--- src/rtl/game_pkg.sv ---
// -----------------------------------------------------------------------------
// game_pkg
// Shared definitions for the game collision logic.
//   state_t     : hit_manager FSM encoding (IDLE/SCAN/APPLY/DEAD)
//   coord_t     : one row or column coordinate at the default width
//   HP_MAX_DEF  : HP value loaded at reset unless overridden
//   idx_width() : width helper that never returns 0
// -----------------------------------------------------------------------------
package game_pkg;

  localparam int COORD_W_DEF = 10;
  localparam int HP_MAX_DEF  = 20;

  typedef logic [COORD_W_DEF-1:0] coord_t;

  typedef enum logic [1:0] {
    ST_IDLE  = 2'd0,
    ST_SCAN  = 2'd1,
    ST_APPLY = 2'd2,
    ST_DEAD  = 2'd3
  } state_t;

  // Bits needed to hold values 0..n-1, at least 1 bit.
  function automatic int idx_width(input int n);
    return (n > 1) ? $clog2(n) : 1;
  endfunction

endpackage

--- src/rtl/cell_window_cmp.sv ---
// -----------------------------------------------------------------------------
// cell_window_cmp
// Reports whether two grid cells lie within a square window of each other:
//   o_in = (|r0 - r1| <= LIMIT) && (|c0 - c1| <= LIMIT)
// Ports:
//   i_r0, i_c0 : first cell (row, column)
//   i_r1, i_c1 : second cell (row, column)
//   o_in       : 1 when the cells are inside the window
// Differences are taken in COORD_W+1 bits so coordinates near the top of the
// range never wrap into a false "near" result.
// -----------------------------------------------------------------------------
module cell_window_cmp #(
  parameter int COORD_W = 10,
  parameter int LIMIT   = 1
) (
  input  logic [COORD_W-1:0] i_r0,
  input  logic [COORD_W-1:0] i_c0,
  input  logic [COORD_W-1:0] i_r1,
  input  logic [COORD_W-1:0] i_c1,
  output logic               o_in
);

  localparam logic [COORD_W:0] LIM = (COORD_W+1)'(LIMIT);

  logic [COORD_W:0] w_dr;
  logic [COORD_W:0] w_dc;
  logic [COORD_W:0] w_abs_r;
  logic [COORD_W:0] w_abs_c;

  assign w_dr = {1'b0, i_r0} - {1'b0, i_r1};
  assign w_dc = {1'b0, i_c0} - {1'b0, i_c1};

  // MSB set means the difference went negative: negate it.
  assign w_abs_r = w_dr[COORD_W] ? (~w_dr + 1'b1) : w_dr;
  assign w_abs_c = w_dc[COORD_W] ? (~w_dc + 1'b1) : w_dc;

  assign o_in = (w_abs_r <= LIM) && (w_abs_c <= LIM);

endmodule

--- src/rtl/hit_manager.sv ---
// -----------------------------------------------------------------------------
// hit_manager
// Per game tick, scans the monster channels one per cycle against the player
// cell, applies at most one point of damage (with invulnerability window) and
// kills monsters caught by a pending skill.
//
// Ports:
//   clk, rst          : clock, asynchronous active-low reset
//   tick              : one-cycle game tick; starts a scan from IDLE only
//   player_r/player_c : player cell, latched at scan start
//   mon_r/mon_c       : packed monster cells, channel i at [i*COORD_W +: COORD_W]
//   mon_alive         : per-channel alive flags
//   skill_fire        : one-cycle skill request, held pending until consumed
//   hp, player_alive  : player HP and hp != 0
//   hit_pulse         : one cycle high in APPLY when damage is taken
//   kill_mask         : one cycle in APPLY, channels killed by the skill
//   busy              : high in SCAN and APPLY
//   dbg_state         : current FSM state
//
// Handshake: tick and skill_fire are fire-and-forget strobes with no ready;
// a tick seen while busy (or dead) is dropped, a skill_fire is remembered.
//
// Build option: define HIT_MANAGER_REGEN_EN to regain 1 HP (up to HP_MAX)
// every 32 ticks without damage.
// -----------------------------------------------------------------------------
module hit_manager
  import game_pkg::*;
#(
  parameter int N_MON      = 4,
  parameter int COORD_W    = COORD_W_DEF,
  parameter int HP_W       = 5,
  parameter int HP_MAX     = HP_MAX_DEF,
  parameter int HIT_DIST   = 1,
  parameter int SKILL_DIST = 3,
  parameter int INV_TICKS  = 8
) (
  input  logic                     clk,
  input  logic                     rst,
  input  logic                     tick,
  input  logic [COORD_W-1:0]       player_r,
  input  logic [COORD_W-1:0]       player_c,
  input  logic [N_MON*COORD_W-1:0] mon_r,
  input  logic [N_MON*COORD_W-1:0] mon_c,
  input  logic [N_MON-1:0]         mon_alive,
  input  logic                     skill_fire,
  output logic [HP_W-1:0]          hp,
  output logic                     player_alive,
  output logic                     hit_pulse,
  output logic [N_MON-1:0]         kill_mask,
  output logic                     busy,
  output state_t                   dbg_state
);

  localparam int IDX_W = idx_width(N_MON);
  localparam int INV_W = idx_width(INV_TICKS + 1);

  localparam logic [IDX_W-1:0] LAST_IDX = IDX_W'(N_MON - 1);
  localparam logic [INV_W-1:0] INV_LOAD = INV_W'(INV_TICKS);
  localparam logic [HP_W-1:0]  HP_RST   = HP_W'(HP_MAX);

  // FSM
  state_t r_state;
  state_t w_next;

  // Scan context
  logic [IDX_W-1:0]   r_idx;
  logic [COORD_W-1:0] r_pr;
  logic [COORD_W-1:0] r_pc;
  logic               r_skill_pend;  // request waiting for the next scan
  logic               r_skill_act;   // skill armed for the scan in progress
  logic [N_MON-1:0]   r_kill_acc;
  logic               r_hit_acc;

  // Player status
  logic [HP_W-1:0]  r_hp;
  logic [INV_W-1:0] r_inv;

  // Current channel
  logic [COORD_W-1:0] w_mr;
  logic [COORD_W-1:0] w_mc;
  logic               w_malive;
  logic               w_hit_win;
  logic               w_skill_win;
  logic               w_scan;
  logic               w_kill;
  logic               w_hit;
  logic               w_do_hit;
  logic               w_tick_live;

  assign w_mr     = mon_r[r_idx*COORD_W +: COORD_W];
  assign w_mc     = mon_c[r_idx*COORD_W +: COORD_W];
  assign w_malive = mon_alive[r_idx];

  cell_window_cmp #(
    .COORD_W (COORD_W),
    .LIMIT   (HIT_DIST)
  ) u_hit_cmp (
    .i_r0 (r_pr),
    .i_c0 (r_pc),
    .i_r1 (w_mr),
    .i_c1 (w_mc),
    .o_in (w_hit_win)
  );

  cell_window_cmp #(
    .COORD_W (COORD_W),
    .LIMIT   (SKILL_DIST)
  ) u_skill_cmp (
    .i_r0 (r_pr),
    .i_c0 (r_pc),
    .i_r1 (w_mr),
    .i_c1 (w_mc),
    .o_in (w_skill_win)
  );

  assign w_scan = (r_state == ST_SCAN);
  assign w_kill = w_scan && r_skill_act && w_malive && w_skill_win;
  // A monster killed this scan cannot also hurt the player.
  assign w_hit  = w_scan && w_malive && w_hit_win && !w_kill;

  assign w_do_hit = (r_state == ST_APPLY) && r_hit_acc &&
                    (r_inv == '0) && (r_hp != '0);

  // Ticks still age invulnerability/regen while busy, even though they are
  // dropped as scan triggers.
  assign w_tick_live = tick && (r_state != ST_DEAD);

  // ---------------------------------------------------------------------------
  // FSM
  // ---------------------------------------------------------------------------
  always_ff @(posedge clk or negedge rst) begin
    if (!rst) r_state <= ST_IDLE;
    else      r_state <= w_next;
  end

  always_comb begin
    w_next = r_state;
    case (r_state)
      ST_IDLE:  if (tick) w_next = ST_SCAN;
      ST_SCAN:  if (r_idx == LAST_IDX) w_next = ST_APPLY;
      ST_APPLY: w_next = (w_do_hit && (r_hp == HP_W'(1))) ? ST_DEAD : ST_IDLE;
      ST_DEAD:  w_next = ST_DEAD;
      default:  w_next = ST_IDLE;
    endcase
  end

  // ---------------------------------------------------------------------------
  // Scan datapath
  // ---------------------------------------------------------------------------
  always_ff @(posedge clk or negedge rst) begin
    if (!rst) begin
      r_idx        <= '0;
      r_pr         <= '0;
      r_pc         <= '0;
      r_skill_pend <= 1'b0;
      r_skill_act  <= 1'b0;
      r_kill_acc   <= '0;
      r_hit_acc    <= 1'b0;
    end else begin
      if (skill_fire && (r_state != ST_DEAD)) r_skill_pend <= 1'b1;
      case (r_state)
        ST_IDLE: begin
          if (tick) begin
            r_pr        <= player_r;
            r_pc        <= player_c;
            r_idx       <= '0;
            r_kill_acc  <= '0;
            r_hit_acc   <= 1'b0;
            // Hand the pending request to this scan; a fire in the same
            // cycle as the tick is consumed too.
            r_skill_act  <= r_skill_pend || skill_fire;
            r_skill_pend <= 1'b0;
          end
        end
        ST_SCAN: begin
          r_idx             <= r_idx + 1'b1;
          r_kill_acc[r_idx] <= w_kill;
          if (w_hit) r_hit_acc <= 1'b1;
        end
        ST_APPLY: r_skill_act <= 1'b0;
        default: ;
      endcase
    end
  end

  // ---------------------------------------------------------------------------
  // HP, invulnerability and optional regeneration
  // ---------------------------------------------------------------------------
`ifdef HIT_MANAGER_REGEN_EN
  localparam logic [4:0] REGEN_LAST = 5'd31;
  logic [4:0] r_regen_cnt;

  always_ff @(posedge clk or negedge rst) begin
    if (!rst)             r_regen_cnt <= '0;
    else if (w_do_hit)    r_regen_cnt <= '0;
    else if (w_tick_live) r_regen_cnt <= r_regen_cnt + 1'b1;  // wraps every 32
  end
`endif

  always_ff @(posedge clk or negedge rst) begin
    if (!rst) begin
      r_hp  <= HP_RST;
      r_inv <= '0;
    end else begin
      if (w_do_hit)                          r_inv <= INV_LOAD;
      else if (w_tick_live && r_inv != '0)   r_inv <= r_inv - 1'b1;
`ifdef HIT_MANAGER_REGEN_EN
      if (w_do_hit)
        r_hp <= r_hp - 1'b1;
      else if (w_tick_live && (r_regen_cnt == REGEN_LAST) && (r_hp < HP_RST))
        r_hp <= r_hp + 1'b1;
`else
      if (w_do_hit) r_hp <= r_hp - 1'b1;
`endif
    end
  end

  // ---------------------------------------------------------------------------
  // Outputs
  // ---------------------------------------------------------------------------
  assign hp           = r_hp;
  assign player_alive = (r_hp != '0);
  assign hit_pulse    = w_do_hit;
  assign kill_mask    = (r_state == ST_APPLY) ? r_kill_acc : '0;
  assign busy         = (r_state == ST_SCAN) || (r_state == ST_APPLY);
  assign dbg_state    = r_state;

endmodule

--- config.mk ---
export PLATFORM = sky130hd
export DESIGN_NAME = hit_manager
export DESIGN_NICKNAME = d
export VERILOG_FILES = /design/src/rtl/game_pkg.sv /design/src/rtl/cell_window_cmp.sv /design/src/rtl/hit_manager.sv
export SDC_FILE = /design/constraint.sdc
export NUM_CORES = 1
export LEC_CHECK = 0
export ABC_AREA = 1
export ABC_CLOCK_PERIOD_IN_PS = 2900
export CORE_MARGIN = 3
export CORE_UTILIZATION = 44
export CTS_CLUSTER_DIAMETER = 60
export DETAILED_ROUTE_END_ITERATION = 10
export PLACE_DENSITY = 0.76
export SLEW_MARGIN = 20
export SYNTH_ARGS = -nofsm -noshare
export SYNTH_HDL_FRONTEND = slang
export SYNTH_SLANG_ARGS = --single-unit
--- constraint.sdc ---
create_clock -name clk -period 2.9 [get_ports clk]
set_clock_uncertainty 0.15 [all_clocks]
set_input_delay 0.58 -clock clk [delete_from_list [all_inputs] [get_ports clk]]
set_output_delay 0.58 -clock clk [all_outputs]
set_load 0.02 [all_outputs]
==> metrics.md <==
| Metric | Value |
|---|---|
| Status | `finished, violations left` |
| Failing checks | `negative setup slack` |
| Max Freq | `0.306 GHz` |
| Final Cell Area | `6720 µm²` |
| GRT overflow | `0` |
| Drt wl/cell | `15.6 µm` |
| Die extent in y | `104 µm` |
| Most frequent cells in the layout | `nand2_1, clkdlybuf4s50_1, inv_1` |
| Routability cong. | `0.948` |
| Yosys Warn Count | `0` |
| Port Buffers | `121` |
| Worst IR Drop VDD | `0.213 mV` |
| Synthesized area | `4190 µm²` |
| Synthesized flop and latch total | `40` |
| Detailed Place HPWL | `11000 µm` |
| Fin crit period | `3.27 ns` |
| Via count | `5265` |
| Post-synth top area cell | `nand2_1` |
| Register area share after synthesis | `24.0%` |
| Die area | `10700 µm²` |
| Final hold viol count | `0` |
| Syn_area_per_cell | `6.17 µm²` |
| Mapped Nets | `822` |
| Final net count | `1010` |
| CTS Hold Bufs | `0` |
| # H-tree levels | `2` |
| Slew headroom | `38.1%` |
| Crit Path Max Fanout | `9` |
| Core Rows | `34` |
| Met3 Track Usage GR | `5.53%` |
| Post-route ant nets | `0` |
| Post-synth cell types | `40` |
| Hold crit path type | `in -> async` |
| Syn Inst Count | `679` |
| Worst EP arrival | `3.36 ns` |
| Crit path launch type | `register` |
| Starting density of the core | `46.7%` |
| Area grow syn2layout | `60.4%` |
| DP Cell Count | `972` |
| CTS root buf | `clkbuf_8` |
| Antenna violations before repair | `0` |
| First-pass GRT wire length | `24400 µm` |
| Commonest non-fill, non-tap cell in the layout | `nand2_1` |
| GR Layer Usage met2 | `48.0%` |
| Final setup fails | `5` |
| Top-area cell type share of the netlist area | `25.3%` |
| Met1 Use GR | `34.4%` |
| Vias per inst | `5.30` |
| Final slew viol count | `0` |
| Die width | `104 µm` |
| Clk_lat worst skew | `0.31 ns` |
| CTS tree | `done` |
| Placement Cell Area | `6020 µm²` |
| Layout fillers | `704` |
| Layout cells sized above 1 | `22.6%` |
| Largest net degree at the start of global routing | `41` |
| Global routing's busiest layer | `met2` |
| Core Footprint | `8980 µm²` |
| DRT Wirelength | `15500 µm` |
| Synth area leaders | `nand2_1, dfrtp_1, ha_1` |
| Total chip power | `1.39 mW` |
| Gr usage total | `27.2%` |
| Max clock buf depth | `2` |
| Cell area power density | `206 nW/µm²` |
| Tcrit/Tclk final | `113%` |
| 1st-pass router iterations | `5` |
| Crit. End Element | `register` |
| DRT iter0 DRCs | `432` |
| Fin cells | `994` |
| Slew @ Worst Pin | `0.929 ns` |
| Worst-path clk slew | `0.09 ns` |
| Crit path kind | `reg -> reg` |
| Detailed-route DRC error count | `0` |
| Clk sink count | `40` |
| Ports | `122` |
| ANT cells | `0` |
| Worst setup margin | `-0.366 ns` |
| Vias in the first global route | `5163` |
| CP Data Required Time | `2.99 ns` |
| Unrepaired setup endpoints after global routing | `yes` |
| Lkg Pwr | `3.46 nW` |
| TritonCTS buffer count | `5` |
| Max-cap violations | `0` |
## flip-flops by register name (all words and copies together), names as in the netlist
register and count:
r_pr 10, r_pc 10, hp 5, r_skill_act 1, r_inv 4, r_idx 2, r_kill_acc 4, r_skill_pend 1
r_hit_acc 1, dbg_state 2
## critical path, cell delays in order, from the launching register on
cell and delay (ns):
dfrtp_2 0.44, clkinv_4 0.14, buf_12 0.15, buf_16 0.13, nand2_1 0.07, a32oi_2 0.10, buf_4 0.16, fa_2 0.37
inv_2 0.08, nand3_1 0.11, nand2_2 0.11, nand2_1 0.05, nand2_1 0.11, inv_1 0.10, buf_4 0.14, nand2_1 0.09
nand3_1 0.13, nor2_2 0.13, nand3_2 0.11, nor2_4 0.12, nand2_4 0.08, o21ai_2 0.12
## timing repair
action,4_1_cts,5_1_grt
pin swaps,27,33
resized for setup,50,51
setup buffers,4,8
endpoints found under the setup margin,6,5
cloned,4,0
## kinds of logic (layout without fill, tap and decap cells)
kind of cell | Yosys count | after routing | synth area share [%]
flip-flops | 40 | 40 | 24.0
buffers and inverters | 107 | 296 | 9.86
AO/OA/AOI/OAI | 89 | 89 | 13.8
adder cells (fa/ha/maj) | 35 | 35 | 10.8
XOR/XNOR | 7 | 7 | 1.64
AND/OR/NAND/NOR | 401 | 401 | 39.9
## routing by layer
metal / part of all wire [%] / vias up
met2: 49 / 223
met3: 7.5 / 39
met5: 0 / -
met4: 2.6 / 0
met1: 41 / 2446
li1: - / 2557
## stage by stage
| step | TNS (ns) | worst slack (ns) | hold WS [ns] | util (%) |
|---|---|---|---|---|
| CTS | -1.45 | -0.325 | 0.302 | 71.8 |
| global route | -2.51 | -0.512 | 0.342 | 74.9 |
| global placement | -2.95 | -0.593 | 0.312 | 67.0 |
| floorplan | -0.436 | -0.0874 | 0.134 | - |
| detailed placement | -3.49 | -0.718 | 0.321 | 67.0 |
| finish | -1.72 | -0.366 | 0.257 | 74.9 |
## path summary, 6_finish.rpt
kind                                 startpoint                         to  slack [ns]  cells after the start
min in group clk              hp[4]$_DFFE_PN1P_          hp[4]$_DFFE_PN1P_        0.34                      2
min                                         rst      r_hit_acc$_DFFE_PN0P_        0.26                      1
max in group asynchronous                   rst       r_idx[0]$_DFFE_PN0P_        1.72                      1
max                        r_idx[0]$_DFFE_PN0P_  r_kill_acc[2]$_DFFE_PN0P_       -0.37                     21
max reg2reg                r_idx[0]$_DFFE_PN0P_  r_kill_acc[2]$_DFFE_PN0P_       -0.37                     21
min reg2reg                   hp[4]$_DFFE_PN1P_          hp[4]$_DFFE_PN1P_        0.34                      2
## power breakdown
part	switching [mW]	total [mW]	internal, mW
logic	0.187	0.431	0.245
clock network	0.224	0.396	0.172
registers	0.000343	0.558	0.558
## cells in the mapped netlist
cell,instances
inv_2,2
nor3_1,3
xor2_1,5
o21ai_0,24
nand2_4,2
o31ai_1,2
a21o_1,1
clkbuf_1,17
buf_6,1
a32oi_1,2
buf_4,1
clkinv_1,1
nand3_2,2
nor4_1,1
o211ai_1,1
and2_1,1
fa_1,2
xor2_2,1
nand2_2,4
o2bb2ai_1,1
nand4_1,9
o22ai_1,4
or3_1,1
nor2_2,3
o21ai_2,4
inv_1,85
nor2_1,40
dfstp_2,2
a21oi_2,3
a31oi_1,1
a32o_1,16
nor2_4,2
or2_2,1
dfrtp_1,38
a21oi_1,30
xnor2_1,1
ha_1,33
nand3b_1,3
nand3_1,47
nand2_1,282
## cell type report
type,count,area (µm²),share of cell area (%)
clock buffer,6,72.6,1.08
clock inverter,2,16.3,0.242
inverter,88,340,5.07
multi-input combinational,532,3170,47.1
sequential,40,1000,15.0
tap,126,158,2.35
timing repair buffer,200,1960,29.2
(Power assumes the default switching activity.)
